File: config.mk
export PLATFORM = sky130hd
export DESIGN_NAME = cpu_control_unit
export DESIGN_NICKNAME = d
export VERILOG_FILES = /design/src/rtl/cpu_control_unit.sv
export SDC_FILE = /design/constraint.sdc
export NUM_CORES = 1
export LEC_CHECK = 0
export BUFFER_PORTS_ARGS = -buffer_cell sky130_fd_sc_hd__buf_4
export CAP_MARGIN = 20
export CORE_MARGIN = 2
export CORE_UTILIZATION = 55
export CTS_CLUSTER_SIZE = 8
export DETAILED_ROUTE_END_ITERATION = 6
export PLACE_DENSITY = 0.86
export SLEW_MARGIN = 20
export SYNTH_ARGS = -nofsm -noshare
export SYNTH_HDL_FRONTEND = slang
export SYNTH_SLANG_ARGS = --single-unit
File: constraint.sdc
create_clock -name clk -period 3.6 [get_ports clk]
set_clock_uncertainty 0.05 [all_clocks]
set_input_delay 1.08 -clock clk [delete_from_list [all_inputs] [get_ports clk]]
set_output_delay 1.08 -clock clk [all_outputs]
set_load 0.005 [all_outputs]
File: src/rtl/cpu_control_unit.sv
// Fetch/decode/execute sequencer for the 8-bit accumulator CPU: owns the PC,
// fetches over a req/ack handshake and pulses datapath strobes in EXECUTE.
module cpu_control_unit #(
    parameter int ADDR_W      = 12,
    parameter int INSTR_W     = 16,
    parameter int RESET_PC    = 0,
    parameter int MEM_TIMEOUT = 15
) (
    input  logic               clk,
    input  logic               rst,
    input  logic [INSTR_W-1:0] instr_in,
    input  logic               mem_ack,
    input  logic               equal,
    output logic               mem_req,
    output logic [ADDR_W-1:0]  mem_addr,
    output logic [ADDR_W-1:0]  contador,
    output logic [3:0]         opcode,
    output logic [7:0]         imm,
    output logic               ld_a,
    output logic               ld_b,
    output logic [1:0]         alu_op,
    output logic               flag_we,
    output logic               halted,
    output logic               error
);
    localparam int WAIT_W = $clog2(MEM_TIMEOUT + 1);

    localparam logic [3:0] OP_NOP = 4'h0;
    localparam logic [3:0] OP_LDA = 4'h1;
    localparam logic [3:0] OP_LDB = 4'h2;
    localparam logic [3:0] OP_ADD = 4'h3;
    localparam logic [3:0] OP_SUB = 4'h4;
    localparam logic [3:0] OP_CMP = 4'h5;
    localparam logic [3:0] OP_JMP = 4'h6;
    localparam logic [3:0] OP_JEQ = 4'h7;
    localparam logic [3:0] OP_JNE = 4'h8;
    localparam logic [3:0] OP_HLT = 4'hF;

    typedef enum logic [1:0] {S_FETCH, S_DECODE, S_EXECUTE, S_HALT} state_t;

    state_t              state;
    logic [INSTR_W-1:0]  ir;
    logic [WAIT_W-1:0]   wait_cnt;

    assign mem_addr = contador;
    assign opcode   = ir[INSTR_W-1 -: 4];
    assign imm      = ir[7:0];

    always_ff @(posedge clk) begin
        if (!rst) begin
            state    <= S_FETCH;
            contador <= ADDR_W'(RESET_PC);
            ir       <= '0;
            wait_cnt <= '0;
            mem_req  <= 1'b0;
            ld_a     <= 1'b0;
            ld_b     <= 1'b0;
            alu_op   <= 2'b00;
            flag_we  <= 1'b0;
            halted   <= 1'b0;
            error    <= 1'b0;
        end else begin
            // strobes live for exactly one cycle
            ld_a    <= 1'b0;
            ld_b    <= 1'b0;
            alu_op  <= 2'b00;
            flag_we <= 1'b0;
            case (state)
                S_FETCH: begin
                    // first cycle out of reset only raises the request; acks before that are ignored
                    if (!mem_req) begin
                        mem_req <= 1'b1;
                    end else if (mem_ack) begin
                        ir       <= instr_in;
                        wait_cnt <= '0;
                        mem_req  <= 1'b0;
                        state    <= S_DECODE;
                    end else if (wait_cnt == WAIT_W'(MEM_TIMEOUT - 1)) begin
                        mem_req <= 1'b0;
                        halted  <= 1'b1;
                        error   <= 1'b1;
                        state   <= S_HALT;
                    end else begin
                        wait_cnt <= wait_cnt + WAIT_W'(1);
                    end
                end
                S_DECODE: begin
                    contador <= contador + ADDR_W'(1);
                    state    <= S_EXECUTE;
                    case (opcode)
                        OP_LDA: ld_a <= 1'b1;
                        OP_LDB: ld_b <= 1'b1;
                        OP_ADD: begin
                            ld_a   <= 1'b1;
                            alu_op <= 2'b01;
                        end
                        OP_SUB: begin
                            ld_a   <= 1'b1;
                            alu_op <= 2'b10;
                        end
                        OP_CMP: flag_we <= 1'b1;
                        OP_NOP, OP_JMP, OP_JEQ, OP_JNE, OP_HLT: ;
                        default: begin
                            halted <= 1'b1;
                            error  <= 1'b1;
                            state  <= S_HALT;
                        end
                    endcase
                end
                S_EXECUTE: begin
                    state   <= S_FETCH;
                    mem_req <= 1'b1;
                    case (opcode)
                        OP_JMP: contador <= ir[ADDR_W-1:0];
                        OP_JEQ: if (equal)  contador <= ir[ADDR_W-1:0];
                        OP_JNE: if (!equal) contador <= ir[ADDR_W-1:0];
                        OP_HLT: begin
                            mem_req <= 1'b0;
                            halted  <= 1'b1;
                            state   <= S_HALT;
                        end
                        default: ;
                    endcase
                end
                default: ;
            endcase
        end
    end
endmodule

==> results_dict.tcl <==
set metrics [dict create \
    cts.sinks 42 \
    area_growth_pct 17.2 \
    grtUsageMet2 0.376 \
    ys_async_sr_fraction 0 \
    syn_area_mm2 0.00239 \
    synth_area_leaders "dfxtp_1, buf_4, nand2_1, a21oi_1, ha_1" \
    whs_path_depth 2 \
    postCtsSetupBuffers 0 \
    crit_family "flip-flops" \
    cp_max_fo 13 \
    syn_area_per_cell_um2 8.17 \
    vias 2217 \
    io_pins 64 \
    slew_viol_final 0 \
    synth_ff_type "dfxtp_1" \
    numPlacedInstances 368 \
    grt_start_max_net_pins 30 \
    crit_slowest_cell "dfxtp_1" \
    final_hold_viol_count 0 \
    dr.pass1.iters 4 \
    irDropWorstVdd_uv 446 \
    fin_tns_setup_ps 0 \
    instances_no_fill 376 \
    num_antenna_cells 0 \
    detail_route.vias_per_cell 5.90 \
    die_h_um 70.0 \
    synth_common_cells "nand2_1, dfxtp_1, a21oi_1" \
    grt_setup_unrepaired "false" \
    hpwlAfterDp_mm 4.20 \
    antenna_left 0 \
    synth_edf_count 0 \
    syn-num-nets 320 \
    synth_seq_cells 42 \
    period_needed_ps 2250 \
    clock_latency_ps 300 \
    max_freq_mhz 445 \
    worstRegToRegCells 4 \
    dieArea_mm2 0.00490 \
    worst_slew_pin_slew_ps 784 \
    status "completed" \
    synth_top_cell_area_share 0.351 \
    leakagePower_uw 0.00111 \
    cts.clk_slew.worst_paths_ps 80 \
    max_slew_margin 0.474 \
    rows 23 \
    grt_pass1_wl_mm 9.48 \
    die_w_um 70.0 \
    place_congestion 0.900 \
    grtUsageTotal 0.238 \
    max_cap_violations 0 \
    antenna_found_initial 0 \
    drc 0 \
    worst_ep_arrival_time_ps 1120 \
    worstHoldStart "ir[8]" \
    synthDistinctLibCells 59 \
    r2r_slack_ps 1450 \
    rr_startpoint "ir[15]" \
    crit_path_start_kind "register" \
    port-buffer-count 63 \
    numCtsBuffers 5 \
    drive_gt1_frac 0.264 \
    crit_buf_inv 1 \
    drtIter0Drc 237 \
    setup_viol 0 \
    start_util 0.586 \
    critical_path_required_ps 2470 \
    grt_pass1_vias 1954 \
    clock_path_buffers 2 \
    overflow 0 \
    root_buffer "clkbuf_8" \
    power_uw 1740 \
    cts_tree "built" \
    powerDensity_mw_per_mm2 619 \
    dp_slack_ps 1290 \
    syn_inst 293 \
    cpPeakStageDelay_ps 620 \
    worstReg2RegEnd "contador[7]" \
    synth_most_common_cell "nand2_1" \
    min_to "ir[8]" \
    htree_levels 2 \
    busiest_layer "met2" \
    ys_seq_area_frac 0.351 \
    fin_crit_sh 0.624 \
    met3_usage 0.0418 \
    path_cells "buf_4" \
    min_path_type "register to register" \
    yosysWarningCount 0 \
    cts_resized 0 \
    coreArea_mm2 0.00409 \
    routed_wl_mm 5.79 \
    yosys.area.top_type "dfxtp_1" \
    cp-end-kind "output port" \
    wl_per_cell_um 15.4 \
    cts_hold_buffers 0 \
    worst_slack_ps 1350 \
    crit_type "register to output port" \
    num-nets-final 352 \
    gr-usage-met1 0.324 \
]
[cell families (layout without fill, tap and decap cells)]
kind of cell / after synthesis / in the layout / share of synthesized area
multiplexers: 3 / 3 / 0.0131
AO/OA/AOI/OAI: 78 / 78 / 0.233
AND/OR/NAND/NOR: 111 / 111 / 0.239
flip-flops: 42 / 42 / 0.351
adder cells (fa/ha/maj): 7 / 7 / 0.0366
XOR/XNOR: 2 / 2 / 0.00732
buffers and inverters: 50 / 83 / 0.120
[layout make-up]
| class | instances | area [um^2] |
|---|---|---|
| Inverter | 10 | 37.5 |
| Fill cell | 364 | 1280 |
| Clock buffer | 6 | 72.6 |
| Sequential cell | 42 | 841 |
| Tap cell | 50 | 62.6 |
| Clock inverter | 2 | 37.5 |
| Timing Repair Buffer | 65 | 488 |
| Multi-Input combinational cell | 201 | 1270 |
[layer usage]
layer | wire, um | vias up
li1 | - | 1088
met1 | 2440 | 1039
met2 | 2790 | 81
met3 | 456 | 9
met4 | 96 | 0
met5 | 0 | -
[worst max-delay path by stage]
stage                 from     endpoint  slack (ps)  depth (start not counted)
global route        ir[14]    opcode[2]        1270                          1
floorplan            equal  contador[2]        1490                          4
finish              ir[14]    opcode[2]        1350                          1
CTS                 ir[14]    opcode[2]        1340                          1
detailed placement   equal  contador[2]        1290                          5
global placement     equal  contador[2]        1330                          5
[where the power goes]
group	leakage (uW)	switching (uW)	total (uW)	internal, uW
logic	0.000716	421	734	313
clock network	0.0000514	169	376	207
registers	0.000341	91.3	628	536
[layout by cell type (no fill, tap or decap), types with 3 or more instances in the layout]
cell      instances
o21ai_1           4
nor3b_1           3
a211oi_1          4
clkbuf_8          5
o31ai_1           4
nand2_1          47
ha_1              7
buf_4            65
inv_1            10
nor3_1           13
a21oi_1          28
o22ai_1           4
or3_1             4
o31a_1            4
a31oi_1           4
dfxtp_1          42
nand2b_1          3
nor2_1           16
nand3_1           7
o21ai_0           5
[per-stage QoR]
stage                      util  cell area [um^2]  hold WS [ps]
after global placement    0.660              2700           395
after floorplan               -              2390           383
after detailed placement  0.660              2700           404
final                     0.686              2810           413
after CTS                 0.686              2810           415
after global routing      0.686              2810           437
[state kept, by name, summed over array words and instances, names as in the netlist, 2 cells and up]
signal	count
wait_cnt	4
alu_op	2
ir	16
state	2
contador	12
Note: power is estimated with default switching activity, not from simulation.
